<file path="config.mk">
export PLATFORM = sky130hd
export DESIGN_NAME = arbiter_rr_n_buffered
export DESIGN_NICKNAME = d
export VERILOG_FILES = /design/src/rtl/arbiter_rr_n_buffered.sv
export SDC_FILE = /design/constraint.sdc
export NUM_CORES = 1
export LEC_CHECK = 0
export ABC_AREA = 1
export BUFFER_PORTS_ARGS = -buffer_cell sky130_fd_sc_hd__clkbuf_2
export CAP_MARGIN = 20
export CORE_ASPECT_RATIO = 0.5
export CORE_UTILIZATION = 42
export DETAILED_ROUTE_END_ITERATION = 12
export HOLD_SLACK_MARGIN = 0.12
export PLACE_DENSITY = 0.66
export SLEW_MARGIN = 20
export SYNTH_ARGS = -nofsm -noshare
export SYNTH_HDL_FRONTEND = slang
export SYNTH_SLANG_ARGS = --single-unit
</file>
<file path="constraint.sdc">
create_clock -name clk -period 3.5 [get_ports clk]
set_clock_uncertainty 0.2 [all_clocks]
set_input_delay 0.175 -clock clk [delete_from_list [all_inputs] [get_ports clk]]
set_output_delay 0.175 -clock clk [all_outputs]
set_load 0.02 [all_outputs]
</file>
<file path="src/rtl/arbiter_rr_n_buffered.sv">
// N-way round-robin arbiter feeding a 2-entry registered output buffer.
// in_ready is a function of in_valid, the priority pointer and buffer
// occupancy only, so the sink's out_ready never reaches the requesters
// combinationally.
module arbiter_rr_n_buffered #(
    parameter  int unsigned DWIDTH = 16,
    parameter  int unsigned N      = 2,
    localparam int unsigned ID_W   = $clog2(N)
) (
    input  logic                       clk,
    input  logic                       reset,
    input  logic [N-1:0]               in_valid,
    input  logic [N-1:0][DWIDTH-1:0]   in_data,
    output logic [N-1:0]               in_ready,
    output logic                       out_valid,
    output logic [DWIDTH-1:0]          out_data,
    output logic [ID_W-1:0]            out_id,
    input  logic                       out_ready
);

    typedef struct packed {
        logic [DWIDTH-1:0] data;
        logic [ID_W-1:0]   id;
    } entry_t;

    logic [ID_W-1:0] ptr, ptr_n;
    logic [1:0]      count, count_n;
    entry_t          entry0, entry0_n;
    entry_t          entry1, entry1_n;
    entry_t          new_entry;

    logic [ID_W-1:0] gnt_idx;
    logic            gnt_valid;
    logic [ID_W-1:0] cand;
    logic            push;
    logic            pop;

    // Rotating-priority search: first valid requester starting at ptr.
    always_comb begin
        gnt_valid = 1'b0;
        gnt_idx   = '0;
        cand      = '0;
        for (int unsigned k = 0; k < N; k++) begin
            cand = ID_W'((32'(ptr) + k) % N);
            if (!gnt_valid && in_valid[cand]) begin
                gnt_valid = 1'b1;
                gnt_idx   = cand;
            end
        end
    end

    // Grant is issued only while the buffer has room and reset is low.
    always_comb begin
        in_ready = '0;
        push     = gnt_valid && (count != 2'd2) && !reset;
        if (push) begin
            in_ready[gnt_idx] = 1'b1;
        end
    end

    assign pop       = out_valid && out_ready;
    assign new_entry = '{data: in_data[gnt_idx], id: gnt_idx};

    // Buffer occupancy, entry shifting and pointer advance.
    always_comb begin
        count_n  = count;
        entry0_n = entry0;
        entry1_n = entry1;
        ptr_n    = ptr;
        case (count)
            2'd0: begin
                if (push) begin
                    entry0_n = new_entry;
                    count_n  = 2'd1;
                end
            end
            2'd1: begin
                if (push && pop) begin
                    entry0_n = new_entry;
                end else if (push) begin
                    entry1_n = new_entry;
                    count_n  = 2'd2;
                end else if (pop) begin
                    count_n  = 2'd0;
                end
            end
            2'd2: begin
                if (pop) begin
                    entry0_n = entry1;
                    count_n  = 2'd1;
                end
            end
            default: count_n = 2'd0;
        endcase
        if (push) begin
            ptr_n = (gnt_idx == ID_W'(N - 1)) ? '0 : gnt_idx + ID_W'(1);
        end
    end

    // State registers; buffered words are discarded on reset.
    always_ff @(posedge clk) begin
        if (reset) begin
            ptr       <= '0;
            count     <= 2'd0;
            entry0    <= '0;
            entry1    <= '0;
            out_valid <= 1'b0;
        end else begin
            ptr       <= ptr_n;
            count     <= count_n;
            entry0    <= entry0_n;
            entry1    <= entry1_n;
            out_valid <= (count_n != 2'd0);
        end
    end

    assign out_data = entry0.data;
    assign out_id   = entry0.id;

endmodule

</file>
==> results.py <==
metrics = {
    "timing": {
        "finalCriticalPeriod_ns": 2.47,
        "finalCritPeriodShare_pct": 70.5,
        "worst_pin_slew_ns": 0.836,
        "max_freq_ghz": 0.405,
        "rsz0062_at_grt": "false",
        "drv_slew": 0,
        "finalSetupTns_ns": 0,
        "hold_viol_final": 0,
        "slew_headroom_pct": 44.3,
        "setup_violations": 0,
    },
    "clock_tree": {
        "insertion_delay_ns": 0.28,
        "clockBufferDepth": 2,
        "path_clk_slew_ns": 0.07,
        "cts_num_sinks": 38,
        "cts_tree": "done",
        "cts_setup_buffers": 0,
        "htreeDepth": 2,
        "root_buffer": "clkbuf_8",
        "cts_buffers": 5,
    },
    "min_path": {
        "min_path_type": "input port to flop",
    },
    "synthesis": {
        "syn_nets": 396,
        "ys_ff_latch": 38,
        "ys_seq_area_share_pct": 35.3,
        "yosysWarnings": 0,
        "netlist_instances": 359,
        "avgSynthCellArea_um2": 6.00,
        "netlist_area_mm2": 0.00215,
        "synth_cell_types": 21,
    },
    "setup_path": {
        "crit_buf_inv": 3,
        "slowest_stage": "dlygate4sd3_1",
        "arrival_ns": 2.47,
        "setup.reg_to_reg.worst_slack_ns": 1.21,
        "cp-end-kind": "flop",
        "crit_type": "input port to flop",
        "crit_fanout": 21,
        "worstPathCellList": "clkbuf_2 -> inv_1 -> nand3_2 -> nor2_4 -> nand3_1 -> dlygate4sd3_1 -> a21oi_1",
        "crit_path_max_incr_delay_ns": 0.58,
        "critPathTopFamily": "buffers and inverters",
        "cp-start-kind": "input port",
        "crit_required_ns": 3.50,
    },
    "power": {
        "max-vdd-ir-drop_uv": 164,
        "power.leakage_nw": 1.48,
        "p_per_area_mw_per_mm2": 385,
    },
    "grt": {
        "grt_pass1_wl_mm": 8.85,
        "grt_use_total_pct": 21.4,
        "grt_max_degree": 38,
        "grt_pass1_vias": 2023,
        "antenna_found_initial": 0,
        "grt_overflow_total": 0,
    },
    "floorplan": {
        "start_util_pct": 46.2,
        "io_pins": 57,
        "coreArea_mm2": 0.00466,
        "num_rows": 17,
        "die_height_um": 52.6,
        "dieArea_mm2": 0.00543,
        "die_x_um": 103,
    },
    "route": {
        "avgRoutedWirePerCell_um": 10.7,
        "drcViolationCount": 0,
        "ant_nets": 0,
        "vias_per_cell": 4.61,
        "first_pass_iters": 5,
        "drt_wl_total_mm": 5.40,
        "vias": 2321,
        "drt_iter0_markers": 91,
    },
    "status": {
        "status": "finished, final reports clean",
    },
    "layout": {
        "antenna_cells": 0,
        "final_layout_size_suffix_gt1_share_pct": 16.9,
        "final_area_mm2": 0.00280,
        "area_delta_synth_final_pct": 29.9,
        "nNetsFinal": 474,
        "fillers": 443,
    },
    "place": {
        "place.gp.congestion": 0.798,
        "postPlaceCellArea_mm2": 0.00241,
        "port_buffers": 56,
        "dpl.hpwl_mm": 3.64,
    },
    "job": {
        "cap_violations": 0,
    },
}
-- per-stage QoR --
step	utilization (%)	setup WS, ns	hold slack (ns)	std cells	total power [mW]
6_report	60.1	1.03	0.122	503	1.08
5_1_grt	60.1	0.851	0.156	503	1.15
4_1_cts	60.1	1.08	0.120	503	1.09
3_5_place_dp	51.8	1.28	0.256	465	0.782
3_3_place_gp	51.8	1.31	0.252	465	0.777
2_1_floorplan	-	1.82	0.213	359	0.709
-- where the power goes --
part	total [mW]	internal (mW)	switching, mW
clock	0.282	0.137	0.144
combinational	0.306	0.112	0.193
sequential	0.490	0.470	0.0197
total	1.08	0.720	0.357
-- cells by family after synthesis --
kind of cell	after synthesis	synth area share (%)
compound gates	23	5.64
buf+inv	78	15.9
flops	38	35.3
simple gates	220	43.2
-- tightest hold or removal path: cells and delay by family --
kind | cells | cell delay [ns]
and+or+nand+nor | 2 | 0.19
buffers and inverters | 2 | 0.13
AOI/OAI and AO/OA | 1 | 0.05
-- final timing paths --
kind | start | endpoint | cells after the start
setup / recovery | reset | entry1[8] | 7
hold / removal | in_data[22] | entry1[7] | 5
setup reg to reg | ptr | entry1[3] | 7
hold reg to reg | entry1[7] | entry1[7] | 2
-- layer usage --
layer  up-vias  track usage (%)  wire length (µm)
met5         -                0                 0
met4         0             3.52                32
met3         4             4.53               396
met2        67             38.7              2480
li1       1236                -                 -
met1      1014             26.6              2490
-- placed cells by master (no fill, tap or decap) --
cell type / count
nand2_1: 108
o21ai_0: 2
o21ai_2: 1
nand2_4: 2
inv_1: 58
clkbuf_1: 2
inv_2: 3
dfxtp_1: 38
nand3_2: 2
a21oi_1: 19
nor2_2: 1
dlygate4sd3_1: 31
clkbuf_2: 56
nor2_1: 55
nand2_2: 2
nor2_4: 1
nor3_1: 1
nand3_1: 48
clkbuf_8: 5
o211ai_1: 1
buf_4: 1
-- timing repair --
| item | CTS | global route |
|---|---|---|
| resized for setup | 0 | 0 |
| endpoints found under the hold margin | 17 | 0 |
| hold buffers | 31 | 0 |
-- cell usage after synthesis --
cell type | number | area, µm²
a21oi_1 | 19 | 95.1
buf_4 | 5 | 37.5
inv_2 | 3 | 11.3
buf_6 | 3 | 33.8
nand3_2 | 2 | 20.0
nor2_2 | 1 | 6.26
buf_2 | 6 | 30.0
o21ai_2 | 1 | 8.76
nor2_4 | 1 | 11.3
o211ai_1 | 1 | 7.51
dfxtp_1 | 38 | 761
nand3_1 | 48 | 240
nor2_1 | 55 | 206
nand2_2 | 2 | 12.5
nor3_1 | 1 | 5.00
clkbuf_1 | 2 | 7.51
o21ai_0 | 2 | 10.0
inv_1 | 58 | 218
buf_1 | 1 | 3.75
nand2_4 | 2 | 22.5
nand2_1 | 108 | 405
-- final cells by class --
class / instances / area, µm² / share of cell area (%)
tap: 66 / 82.6 / 2.95
sequential: 38 / 761 / 27.2
timing repair buffer: 88 / 598 / 21.4
inverter: 61 / 229 / 8.18
multi-input combinational: 243 / 1050 / 37.6
clock buffer: 7 / 76.3 / 2.73
-- registers in the layout, summed over array words and instances (netlist names) --
signal and count:
count 2, entry1 17, out_data 16, out_id 1, out_valid 1, ptr 1
No activity file was read; power rests on OpenSTA's default activity.
